===== src/rtl/imm_extend_pipe.sv =====
// Registered immediate-extension unit: widens an IN_W immediate to OUT_W bits
// (zero / sign / upper / byte-sign) behind a 2-entry valid/ready output buffer.
module imm_extend_pipe #(
  parameter int IN_W  = 16,
  parameter int OUT_W = 32
) (
  input  logic             clk,
  input  logic             rst_n,
  input  logic             in_valid,
  output logic             in_ready,
  input  logic [IN_W-1:0]  a,
  input  logic [1:0]       sel,
  output logic             out_valid,
  input  logic             out_ready,
  output logic [OUT_W-1:0] out_z
);

  typedef enum logic [1:0] {
    EXT_ZERO  = 2'b00,
    EXT_SIGN  = 2'b01,
    EXT_UPPER = 2'b10,
    EXT_BYTE  = 2'b11
  } ext_mode_e;

  logic [OUT_W-1:0] w_zext;
  logic [OUT_W-1:0] w_sext;
  logic [OUT_W-1:0] w_upper;
  logic [OUT_W-1:0] w_bsext;
  logic [OUT_W-1:0] w_ext;
  logic             w_push;
  logic             w_pop;

  logic [OUT_W-1:0] r_mem [2];
  logic [1:0]       r_count;
  logic             r_wr_ptr;
  logic             r_rd_ptr;

  // Part-select overlays keep every width explicit and stay legal when OUT_W == IN_W.
  // NOTE: every variable written in always_comb is given a default first, so no path can infer a latch.
  always_comb begin
    w_zext                    = '0;
    w_zext[IN_W-1:0]          = a;
    w_sext                    = {OUT_W{a[IN_W-1]}};
    w_sext[IN_W-1:0]          = a;
    w_upper                   = '0;
    w_upper[OUT_W-1 -: IN_W]  = a;
    w_bsext                   = {OUT_W{a[7]}};
    w_bsext[7:0]              = a[7:0];
    w_ext                     = w_zext;
    case (ext_mode_e'(sel))
      EXT_ZERO:  w_ext = w_zext;
      EXT_SIGN:  w_ext = w_sext;
      EXT_UPPER: w_ext = w_upper;
      EXT_BYTE:  w_ext = w_bsext;
      default:   w_ext = w_zext;
    endcase
  end

  // Ready/valid come purely from state, so no combinational path from out_ready to in_ready.
  assign in_ready  = (r_count != 2'd2);
  assign out_valid = (r_count != 2'd0);
  assign out_z     = out_valid ? r_mem[r_rd_ptr] : '0;

  assign w_push = in_valid & in_ready;
  assign w_pop  = out_valid & out_ready;

  // NOTE: the two buffer entries are reset too, so nothing stale is ever held after reset.
  // NOTE: sequential state uses non-blocking assignments so all registers update together at the edge.
  always_ff @(posedge clk or negedge rst_n) begin
    if (!rst_n) begin
      r_count  <= 2'd0;
      r_wr_ptr <= 1'b0;
      r_rd_ptr <= 1'b0;
      r_mem[0] <= '0;
      r_mem[1] <= '0;
    end else begin
      if (w_push) begin
        r_mem[r_wr_ptr] <= w_ext;
        r_wr_ptr        <= ~r_wr_ptr;
      end
      if (w_pop) begin
        r_rd_ptr <= ~r_rd_ptr;
      end
      r_count <= r_count + {1'b0, w_push} - {1'b0, w_pop};
    end
  end

endmodule


===== config.mk =====
export PLATFORM = sky130hd
export DESIGN_NAME = imm_extend_pipe
export DESIGN_NICKNAME = d
export VERILOG_FILES = /design/src/rtl/imm_extend_pipe.sv
export SDC_FILE = /design/constraint.sdc
export NUM_CORES = 1
export LEC_CHECK = 0
export CAP_MARGIN = 20
export CORE_AREA = 2 2 84 86
export CTS_CLUSTER_SIZE = 10
export DETAILED_ROUTE_END_ITERATION = 10
export DIE_AREA = 0 0 86 88
export PLACE_DENSITY = 0.81
export REMOVE_ABC_BUFFERS = 1
export SYNTH_ARGS = -nofsm -noshare
export SYNTH_HDL_FRONTEND = slang
export SYNTH_SLANG_ARGS = --single-unit
export TNS_END_PERCENT = 30

===== constraint.sdc =====
create_clock -name clk -period 2.32 [get_ports clk]
set_clock_uncertainty 0.2 [all_clocks]
set_input_delay 0.464 -clock clk [delete_from_list [all_inputs] [get_ports clk]]
set_output_delay 0.464 -clock clk [all_outputs]
set_load 0.02 [all_outputs]

Word-level counts from Yosys, hierarchy flattened
Cells that the tools add are included.
{"block": "totals", "latchBits": 0, "mem_bits_rw": 0, "output_inout_bits": 34, "memories": 0, "mem_bits_ro": 0, "reg_bits": 68}
{"block": "classes", "shift": 0, "add_sub_neg": 2, "div": 0, "n_mul": 0, "muxes": 8, "n_reduce_logical": 3, "magnitude_cmp": 3, "bitwise_logic": 6, "eq_ne": 4}
{"operator": "$mux 32", "n": 5}
{"operator": "$pmux 32 s4", "n": 1}
{"operator": "$bwmux 64", "n": 1}
{"operator": "$demux 32 s1", "n": 1}
{"operator": "$eq 2x2->1 const B", "n": 2}
{"operator": "$ge 2x2->1 const B", "n": 2}
{"operator": "$not 1->2", "n": 2}
{"operator": "$add 2x1->2", "n": 1}
{"operator": "$and 1x1->1", "n": 2}
{"operator": "$eq 2x1->1 const B", "n": 1}
{"operator": "$logic_not 2->1", "n": 1}
{"operator": "$lt 2x1->1 const B", "n": 1}
{"operator": "$ne 2x2->1 const B", "n": 1}
{"operator": "$not 1->1", "n": 2}
{"operator": "$reduce_bool 2->1", "n": 1}
{"operator": "$sub 2x1->2", "n": 1}
{"operator": "$logic_and 1x1->1", "n": 1}

Longest topological paths before layout
{"block": "logic_depth", "ltp_word": 6, "ltp_mapped": 8, "depth_no_buf": 8}

Least setup slack after synthesis
No wires, ideal clock.
{"block": "synth_path", "path_kind": "reg2reg", "start": "register r_count[1]", "end": "register r_count[1]", "path_slack_ps": 291, "path_stages_with_launch": 9, "t_arrival_ps": 1707, "period_less_slack_ps": 2029, "setup_time_ps": 123, "cell_sequence": "dfrtp_1 > nor2_1 > inv_1 > and2_1 > ha_1 > inv_1 > ha_1 > xnor2_1 > xnor2_1"}
{"element": "start: declaration", "line_no": "34", "source": "logic [1:0] r_count;"}
{"element": "start signal: assignment", "line_no": "84", "source": "r_count <= r_count + {1'b0, w_push} - {1'b0, w_pop};"}
{"element": "$reduce_bool 2->1", "line_no": "61", "source": "assign out_valid = (r_count != 2'd0);"}
{"element": "via out_valid", "line_no": "13", "source": "output logic out_valid,"}
{"element": "$and 1x1->1", "line_no": "65", "source": "assign w_pop = out_valid & out_ready;"}
{"element": "via w_pop", "line_no": "31", "source": "logic w_pop;"}
{"element": "$sub 2x1->2", "line_no": "84"}
The timed path passes the listed nets, and every way through them passes these cells.
A chain may end at the register's enable or synchronous reset.

Final worst setup path
{"block": "layout_path", "start": "register r_rd_ptr", "end": "output out_z[29]"}
{"block": "layout_via", "elab_chain_len": 5}
{"element": "start: declaration", "line_no": "36", "source": "logic r_rd_ptr;"}
{"element": "start signal: assignment", "line_no": "82", "source": "r_rd_ptr <= ~r_rd_ptr;"}
{"element": "$not 1->2 (not written as such)", "line_no": "62", "source": "assign out_z = out_valid ? r_mem[r_rd_ptr] : '0;"}
{"element": "$mux 32 (not written as such) (3 in series)", "line_no": "62"}
{"element": "$mux 32", "line_no": "62"}
{"element": "end: declaration", "line_no": "15", "source": "output logic [OUT_W-1:0] out_z"}
No other way between the ends. The select of a mux whose other input is x is not followed.

==> metrics <==
r2r setup slk=0.25 ns; HP Class=flop to flop; GPL Wtd Cong=0.800; reg-to-reg endpoint=r_count[1]; Reg2Reg Launch Point=r_count[0]; first-pass GRT wire length=between 10000 and 15000 um; Synth area leaders=dfrtp_1 (48%), mux2_4 (13%), mux2i_1 (9.1%); Worst Hold End=r_wr_ptr; Post-Route WL=about 8300 um; min-delay src=r_wr_ptr; Port Buffers=55; min Tclk post-route=approximately 2.3 ns; CTS tree=built; R2R cell count=9; largest net degree at the start of global routing=28; vias=2529; setup ws final=~0.034 ns; TritonCTS buffer count=9; Seq/Total Area, Yosys=48.2%; dpl ws=0.0821 ns; WS Path Type=flop to output pin; initial antenna violation count=0; FMAX=438 MHz; Die Height=between 80 and 90 um; post-synthesis cell type with the largest combined area=dfrtp_1; commonest non-fill, non-tap cell in the layout=dfrtp_1; layout cells sized above 1=between 20 and 30%; Initial Util=between 50% and 60%; Post-synth top flop=dfrtp_1; Die ar.=~7600 um2; Initial DRC Count=between 150 and 200; ys async rst share=100%; TNS Setup=0 ns; DRC Markers=0; clk_lat worst skew=approximately 0.34 ns; Final Setup Violations=0; status=complete, no violations; crit path max fanout=8; Netlist Area Pre-Place=3530 um2; commonest cells after routing, fill and taps aside=dfrtp_1 (67), nor2_1 (32), mux2i_1 (30), mux2_4 (30), a2bb2oi_1 (30); Yosys warning count=0; Std-Cell Rows=30; Gate Count Post-Synth=just under 300; detailed placement HPWL=between 5000 and 6000 um; Yosys top cell area share=a little under 50%; CP startpoint kind=flop; detailed-router iteration count before antenna repair=4; Core Box Area=~6600 um2; EDFF count, synth=0; H-tree levels=3; Tcrit/Tclk final=a little over nine tenths; Syn Area/Cell=12.0 um2; placed cells=between 400 and 500; max_cap viols=0; Syn-to-layout area delta=28.2%; Worst Path Arrival=between 1.5 and 2 ns; fin. max-slew vios=0; Yosys cell types=29; CTS root buffer=clkbuf_8; worst rel slew slack=a little under two thirds; Cell Pwr Density=about 1600 nW/um2; Critical Path End Type=output pin; vias in the first global route=about 2600; Leakage Power=~2.2 nW; io pins=56; GR Util All Layers=about 22%; CTS Sinks=~70; fin cells=approximately 450; vias per cell=5.65; Final ANT Viol Nets=0; Clk pin slew, worst setup/hold paths=0.07 ns; worst-margin pin slew=between 0.5 and 0.6 ns; Worst EP required=1.66 ns; Filler Cell Count=a little under 500; Die W=86 um; wire per inst=roughly 19 um; Final Hold Viols=0; VDD IR max=~1.1 mV; hold path depth=1; Congestion Overflow GR=0; antenna cells=0; Layout Nets=just under 400; Max clock buf depth=2; flops & latches, synth=between 60 and 70
==> power breakdown <==
group	switching (mW)	internal, mW
clock	0.444	0.656
combinational	1.89	2.00
sequential	0.364	1.78
total	2.70	4.44
==> state kept, by name, summed over array words and instances, names as in the netlist <==
signal    cells
r_mem        64
r_count       2
r_rd_ptr      1
r_wr_ptr      1
==> timing repair <==
action	4_1_cts	5_1_grt
hold buffers	1	0
hold endpoints to repair	22	0
cloned	1	3
gates resized for setup	35	39
setup endpoints to repair	34	19
buffers inserted	0	1
==> through the flow <==
step | utilization [%] | cell area, um2 | power, mW | hold WS [ns]
3_3_place_gp | 63.5 | 4220 | 5.95 | 0.260
4_1_cts | 66.8 | 4440 | 6.92 | 0.283
5_1_grt | 68.2 | 4530 | 7.54 | 0.319
2_1_floorplan | - | 3400 | 4.51 | -0.0316
3_5_place_dp | 63.5 | 4220 | 6.05 | 0.270
6_report | 68.2 | 4530 | 7.14 | 0.286
==> worst max-delay path by stage <==
stage	from	endpoint	slack (ns)	cells past startpoint
floorplan	r_count[1]	r_count[1]	-0.79	8
global placement	r_rd_ptr	out_z[7]	0.14	4
detailed placement	sel[0]	r_mem[38]	0.08	4
CTS	r_rd_ptr	out_z[7]	-0.02	4
global route	r_rd_ptr	out_z[28]	-0.005	5
finish	r_rd_ptr	out_z[29]	0.03	5
==> cell families after synthesis <==
| kind of cell | after synthesis | share of synthesized area (%) |
|---|---|---|
| adder cells (fa/ha/maj) | 2 | 0.708 |
| multiplexers | 66 | 23.1 |
| XOR/XNOR | 4 | 0.992 |
| flip-flops | 68 | 48.2 |
| AO/OA/AOI/OAI | 54 | 10.9 |
| buffers and inverters | 31 | 4.99 |
| AND/OR/NAND/NOR | 69 | 11.2 |
==> metal layers <==
metal	wire length [um]	GRT usage, %	vias to the layer above
met5	0	0	-
met4	84	7.22	0
met2	4210	37.7	68
met1	3580	29.6	1288
li1	-	-	1164
met3	443	3.39	9
==> final cells by class <==
| class | instances | area (um2) | share of cell area [%] |
|---|---|---|---|
| clock inverter | 4 | 72.6 | 1.60 |
| tap | 80 | 100 | 2.21 |
| multi-input combinational | 195 | 1670 | 36.8 |
| clock buffer | 11 | 151 | 3.34 |
| timing repair buffer | 78 | 791 | 17.5 |
| sequential | 68 | 1700 | 37.6 |
| inverter | 12 | 45.0 | 0.995 |
==> synthesized netlist by cell type, drive strengths merged (2+ instances only) <==
cell     instances
nor3             2
a2bb2oi         30
nor2            35
clkbuf           6
and2            11
mux2            34
nor2b            7
and2b            9
nand2b           2
ha               2
dfrtp           68
o21ai           23
buf             13
inv             12
xor2             2
mux2i           32
xnor2            2
==> critical path, cell delays in order (launching register included) <==
cell and delay (ns):
dfrtp_2 0.42, buf_12 0.15, clkbuf_16 0.17, mux2i_1 0.17, nor2_1 0.05, dlygate4sd2_1 0.32
Note: power is estimated with default switching activity, not from simulation.
